### config.mk
export PLATFORM = sky130hd
export DESIGN_NAME = piso_tx
export DESIGN_NICKNAME = d
export VERILOG_FILES = /design/src/rtl/piso_tx.sv
export SDC_FILE = /design/constraint.sdc
export NUM_CORES = 1
export LEC_CHECK = 0
export CORE_UTILIZATION = 28
export CTS_CLUSTER_SIZE = 10
export DETAILED_ROUTE_END_ITERATION = 6
export PLACE_DENSITY = 0.53
export SYNTH_ARGS = -nofsm -noshare
export SYNTH_HDL_FRONTEND = slang
export SYNTH_SLANG_ARGS = --single-unit
### constraint.sdc
create_clock -name clk -period 2.8 [get_ports clk]
set_input_delay 0.42 -clock clk [delete_from_list [all_inputs] [get_ports clk]]
set_output_delay 0.42 -clock clk [all_outputs]
set_load 0.02 [all_outputs]
### src/rtl/piso_tx.sv
// rtl/piso_tx.sv - parallel-in serial-out transmitter, MSB first, with gapless reload
//
// Purpose: accepts a WIDTH-bit word through a valid/ready handshake and
// emits it one bit per clock, MSB first. A new word can be taken on the
// last bit of the current one, so consecutive words stream without a gap.
//
// Ports:
//   clk        - single clock, all state changes on its rising edge
//   reset      - asynchronous, active-low reset
//   load_valid - data_in holds a word to transmit
//   data_in    - parallel word, sampled only on an accepted load
//   load_ready - block accepts a word this cycle (combinational)
//   ser_out    - serial data bit, MSB first
//   ser_valid  - ser_out carries a valid bit this cycle
//   done       - one-cycle pulse on the last bit of a word
module piso_tx #(
  parameter int WIDTH = 8
) (
  input  logic             clk,
  input  logic             reset,
  input  logic             load_valid,
  input  logic [WIDTH-1:0] data_in,
  output logic             load_ready,
  output logic             ser_out,
  output logic             ser_valid,
  output logic             done
);

  localparam int CW = $clog2(WIDTH);
  localparam logic [CW-1:0] LAST_CNT = CW'(WIDTH - 1);

  typedef enum logic {
    IDLE  = 1'b0,
    SHIFT = 1'b1
  } state_t;

  state_t           r_state;
  state_t           w_state_next;
  logic [WIDTH-1:0] r_shreg;
  logic [WIDTH-1:0] w_shreg_next;
  logic [CW-1:0]    r_cnt;
  logic [CW-1:0]    w_cnt_next;
  logic             w_last;
  logic             w_load;

  always_ff @(posedge clk or negedge reset) begin
    if (!reset) begin
      r_state <= IDLE;
      r_shreg <= '0;
      r_cnt   <= '0;
    end else begin
      r_state <= w_state_next;
      r_shreg <= w_shreg_next;
      r_cnt   <= w_cnt_next;
    end
  end

  always_comb begin
    w_state_next = r_state;
    w_shreg_next = r_shreg;
    w_cnt_next   = r_cnt;

    // The counter reaching zero marks the bit currently on ser_out as the
    // last of its word; that is the only SHIFT cycle open to a new load.
    w_last     = (r_state == SHIFT) && (r_cnt == '0);
    load_ready = (r_state == IDLE) || w_last;
    w_load     = load_valid && load_ready;

    ser_valid  = (r_state == SHIFT);
    ser_out    = (r_state == SHIFT) ? r_shreg[WIDTH-1] : 1'b0;
    done       = w_last;

    case (r_state)
      IDLE: begin
        if (w_load) begin
          w_state_next = SHIFT;
          w_shreg_next = data_in;
          w_cnt_next   = LAST_CNT;
        end
      end
      SHIFT: begin
        if (w_load) begin
          // Reload on the last bit keeps the stream gapless.
          w_shreg_next = data_in;
          w_cnt_next   = LAST_CNT;
        end else if (w_last) begin
          w_state_next = IDLE;
          w_shreg_next = '0;
          w_cnt_next   = '0;
        end else begin
          w_shreg_next = {r_shreg[WIDTH-2:0], 1'b0};
          w_cnt_next   = r_cnt - CW'(1);
        end
      end
      default: begin
        w_state_next = IDLE;
      end
    endcase
  end

endmodule
==> results of run 1 <==
## logic make-up (layout without fill, tap and decap cells)
group / Yosys count / count (layout) / synth area share [%]
AOI/OAI and AO/OA: 16 / 16 / 19.4
adders and majority gates: 2 / 2 / 3.81
and+or+nand+nor: 16 / 16 / 12.6
DFF: 12 / 12 / 45.7
buffers and inverters: 8 / 25 / 6.29
muxes: 8 / 8 / 12.2
## worst max-delay path, stage by stage (launching register included)
cell             delay [ns]
dfrtp_1                0.40
inv_1                  0.09
ha_1                   0.23
nor2b_4                0.19
nor2_1                 0.05
buf_4                  0.16
inv_1                  0.05
clkdlybuf4s50_1        0.59
## metal layers
layer / routed length [um] / track usage [%] / vias to the layer above
met5: 0 / 0 / -
met4: 8 / 5.56 / 0
met3: 42 / 2.73 / 2
met2: 585 / 18.2 / 9
met1: 672 / 15.2 / 253
li1: - / - / 257
## cell usage after synthesis
| master | n |
|---|---|
| a21oi_1 | 3 |
| nor2_1 | 10 |
| o2bb2ai_1 | 1 |
| buf_4 | 1 |
| a22o_1 | 1 |
| nor2b_4 | 1 |
| o21a_1 | 1 |
| mux2i_1 | 8 |
| a221o_1 | 7 |
| a22oi_1 | 1 |
| clkbuf_1 | 1 |
| nor3_1 | 2 |
| inv_1 | 5 |
| and2_1 | 1 |
| and2_4 | 1 |
| o21ai_0 | 2 |
| buf_6 | 1 |
| nand2b_1 | 1 |
| dfrtp_1 | 12 |
| ha_1 | 2 |
## sequential cells by signal, summed over array words and instances, names as in the netlist
name       flops
ser_valid      1
r_shreg        8
r_cnt          3
## power groups by stage
stage | Combinational [mW] | Clock (mW) | Sequential (mW)
floorplan | 0.229 | 0 | 0.280
global placement | 0.337 | 0 | 0.284
detailed placement | 0.340 | 0 | 0.285
CTS | 0.341 | 0.142 | 0.282
global route | 0.377 | 0.152 | 0.289
finish | 0.338 | 0.138 | 0.281
## path summary, 6_finish.rpt
kind / from / slack (ns) / depth (start not counted) / end
worst max-delay path: r_cnt[0] / 0.36 / 7 / load_ready
min in group clk: r_cnt[0] / 0.51 / 1 / r_cnt[0]
worst min-delay path: reset / 0.51 / 1 / r_cnt[2]
max in group asynchronous: reset / 1.92 / 1 / r_shreg[7]
worst min register to register: r_cnt[0] / 0.51 / 1 / r_cnt[0]
worst max register to register: r_cnt[0] / 1.23 / 6 / r_shreg[3]
## per-stage QoR
step	cells	instance area [um^2]	utilization (%)	hold WS [ns]	worst slack, ns
after global placement	103	825	37.3	0.487	0.713
after floorplan	62	657	-	0.124	1.15
final	107	861	38.9	0.509	0.356
after global routing	107	861	38.9	0.525	0.202
after detailed placement	103	825	37.3	0.486	0.660
after CTS	107	861	38.9	0.497	0.350
## final cells by class
type | count | area, um^2 | share of cell area (%)
Clock buffer | 4 | 36.3 | 4.22
Inverter | 5 | 18.8 | 2.18
Multi-Input combinational cell | 42 | 315 | 36.6
Sequential cell | 12 | 300 | 34.9
Tap cell | 28 | 35.0 | 4.07
Timing Repair Buffer | 16 | 155 | 18.0
==> metrics, run 1 <==
outcome complete, no violations; Crit Path Max Fanout 8; Post-Synthesis Cells 62; sequential area share after synthesis 45.7%; #FFs+latches synth 12; synth warn 0; crit path DAT 2.02 ns; core area 2210 um^2; Clock transition at path regs 0.08 ns; Clock Tree Buf Depth 2; final setup TNS 0 ns; synth-to-layout area growth 31.0%; GP Congestion 0.651; startpoint types flip-flop; worst slew pin tran 0.667 ns; IO Port Bufs 14; WL per Instance 12.2 um; P_leak 0.394 nW; Crit. End Element primary output; DRT iter0 DRCs 5; Layout Nets 93; H-tree depth 1; GRT overflow 0; final wirelength 1310 um; Sw Share 34.4%; sequential share of power 37.1%; initial antenna violation count 0; Max Slew Vio Count 0; post-route ant nets 0; vias post-DR 521; fillers 248; first-pass GRT wire length 2160 um; Pwr Density 880 nW/um^2; Worst Path Required 2.38 ns; Root Driver clkbuf_4; Die ar. 2540 um^2; WS Path Type flip-flop to primary output; vias per cell 4.87; Cell Rows 17; Clock Latency Late Sink 0.27 ns; synth unique cells 20; pin count of the biggest net entering global routing 14; Mapped Area 657 um^2; RSZ-0062 raised after global routing false; Combinational Power Share 44.7%; Worst Hold Class primary input to async pin; largest area contributor in the netlist dfrtp_1; cts repair resizes 0; DP Wirelength 952 um; post-layout power 0.757 mW; commonest non-fill, non-tap cell in the layout clkdlybuf4s50_1; max_cap viols 0; Initial Utilization 29.7%; minimum clock period 2.44 ns; clock buffer count from CTS 3; # setup viols final 0; net switching power 0.261 mW; final setup skew 0.00395 ns; Peak Freq 0.409 GHz; layout cells sized above 1 10.1%; Slew HR 55.4%; post-CTS setup buffers 0; clock power share 18.2%; ANT cells 0; total track usage 11.7%; Synth Net Count 75; worst vdd ir 371 uV; most frequent cells in the layout clkdlybuf4s50_1 (14), dfrtp_1 (12), nor2_1 (10); Die H 50.4 um; Num Clock Sinks 12; Final Cycle Share 87.3%; CTS tree yes; I/O Pins 15; Synth Area per Inst 10.6 um^2; DRC viols 0; drt pass-1 iters 4; hold_buf cts 0; Int Pwr 0.497 mW; Synth top area share 45.7%; vias in the first global route 475; die width 50.4 um; Synth area leaders dfrtp_1 (46%), mux2i_1 (12%), a221o_1 (11%); final hold violation count 0
(Power assumes the default switching activity.)
==> inputs of run 2 (changes only) <==
==> constraint.sdc (replaced) <==
create_clock -name clk -period 2.3 [get_ports clk]
set_input_delay 0.345 -clock clk [delete_from_list [all_inputs] [get_ports clk]]
set_output_delay 0.345 -clock clk [all_outputs]
set_load 0.02 [all_outputs]
==> metrics, run 2 (synthesis gave the netlist of run 1 again) <==
outcome complete, no violations (unchanged); reg-to-reg startpoint r_cnt[0] (unchanged); crit path DAT 1.79 ns (was 2.02 ns); Die ar. 2540 um^2 (unchanged); FF-to-FF End r_shreg[2] (was r_shreg[3]); Peak Freq 0.468 GHz; Layout Nets 93 (unchanged); Final Cycle Share 92.8%; worst vdd ir 446 uV (was 371 uV); crit path launch r_cnt[0] (unchanged); Cell Rows 17 (unchanged); initial antenna violation count 0 (unchanged); Worst Hold Class primary input to async pin (unchanged); Pwr Density 1060 nW/um^2 (was 880 nW/um^2); Clock Latency Late Sink 0.28 ns (was 0.27 ns); fillers 236 (was 248); CTS tree yes (unchanged); Clock transition at path regs 0.08 ns (about the same); Initial Utilization 29.7% (unchanged); final setup skew 0.00197 ns (was 0.00395 ns); minimum clock period 2.14 ns; Crit Path Max Fanout 5 (was 8); Slew HR 62.9% (was 55.4%); synth-to-layout area growth 32.6% (was 31.0%); Num Clock Sinks 12 (unchanged); layout cells sized above 1 11.4% (was 10.1%); GRT overflow 0 (unchanged); Crit. End Element primary output (unchanged); worst slew pin tran 0.555 ns (was 0.667 ns); ANT cells 0 (unchanged); RSZ-0062 raised after global routing false (unchanged); pin count of the biggest net entering global routing 14 (unchanged); WL per Instance 12.6 um (was 12.2 um); Critical Path Sink done (was load_ready); IO Port Bufs 14 (unchanged); Max Slew Vio Count 0 (unchanged); DRT iter0 DRCs 5 (unchanged); die width 50.4 um (unchanged); final hold violation count 0 (unchanged); vias post-DR 519 (was 521); Worst Path Required 1.96 ns (was 2.38 ns); Fin Hold WS 0.423 ns (was 0.509 ns); # setup viols final 0 (unchanged); post-CTS setup buffers 0 (unchanged); vias per cell 4.85 (was 4.87); clock buffer count from CTS 3 (unchanged); WS Path Type flip-flop to primary output (unchanged); max reg flops 8 (unchanged); final setup TNS 0 ns (unchanged); flop-to-flop setup slack 0.83 ns (was 1.23 ns); max_cap viols 0 (unchanged); total track usage 12.6% (was 11.7%); most frequent cells in the layout clkdlybuf4s50_1 (13), dfrtp_1 (12), nor2_1 (9) (was clkdlybuf4s50_1 (14), dfrtp_1 (12), nor2_1 (10)); startpoint types flip-flop (unchanged); Most flops, register r_shreg (unchanged); DRC viols 0 (unchanged); GP Congestion 0.683 (was 0.651); I/O Pins 15 (unchanged); reg2reg path depth 5 (was 6); core area 2210 um^2 (unchanged); post-route ant nets 0 (unchanged); H-tree depth 1 (unchanged); Die H 50.4 um (unchanged); drt pass-1 iters 2 (was 4); Root Driver clkbuf_4 (unchanged); commonest non-fill, non-tap cell in the layout clkdlybuf4s50_1 (unchanged); Clock Tree Buf Depth 2 (unchanged); first-pass GRT wire length 2280 um (was 2160 um); vias in the first global route 516 (was 475); final wirelength 1350 um (was 1310 um); P_leak 0.414 nW (was 0.394 nW)
[run 2: worst min path at each step]
| stage | cells past startpoint | slack, ns | start | endpoint |
|---|---|---|---|---|
| 6_report | 1 | 0.42 | reset | r_shreg[3] |
| 3_3_place_gp | 1 | 0.49 | r_cnt[0] | r_cnt[0] |
| 2_1_floorplan | 0 | 0.05 | reset | r_cnt[0] |
| 4_1_cts | 1 | 0.44 | reset | r_cnt[1] |
| 3_5_place_dp | 1 | 0.49 | r_cnt[0] | r_cnt[0] |
| 5_1_grt | 1 | 0.48 | reset | r_cnt[1] |
[run 2: timing repair]
action                     in CTS  in global routing
hold buffers                    0                  0
setup endpoints to repair       1                  1
gates resized for setup         2                  1
pin swaps                       0                  0
[run 2: through the flow]
step / power (mW) / std cells / utilization (%) / area (um^2) / setup slack, ns
floorplan: 0.619 / 62 / - / 657 / 0.723
detailed placement: 0.752 / 103 / 37.3 / 825 / 0.0925
CTS: 0.941 / 107 / 39.3 / 868 / 0.0243
finish: 0.922 / 107 / 39.4 / 871 / 0.165
global placement: 0.745 / 103 / 37.3 / 825 / 0.114
global route: 1.00 / 107 / 39.4 / 871 / 0.0292
[run 2: metal layers]
metal  global-route usage, %  share of wire [%]  wire [um]
met3                    5.45                5.0         67
met5                       0                  0          0
met4                    4.17               0.74         10
met2                    20.4                 46        617
met1                    14.7                 48        655
[run 2: critical path, cell delays in order (launching register included)]
cell and delay (ns):
dfrtp_1 0.39, inv_1 0.08, ha_1 0.23, nand2b_1 0.11, nor2_1 0.10, clkdlybuf4s50_1 0.60
[run 2: where the power goes]
| group | internal [mW] | switching [mW] |
|---|---|---|
| sequential | 0.291 | 0.0516 |
| clock | 0.0963 | 0.0772 |
| combinational | 0.211 | 0.195 |
| total | 0.598 | 0.324 |
[run 2: final cells by class]
cell class	count	area, um^2	area share (%)
repair buffers	16	158	18.1
flip-flops and latches	12	300	34.5
well taps	28	35.0	4.02
clock buffers	4	36.3	4.17
inverters	5	18.8	2.16
multi-input cells	42	323	37.1
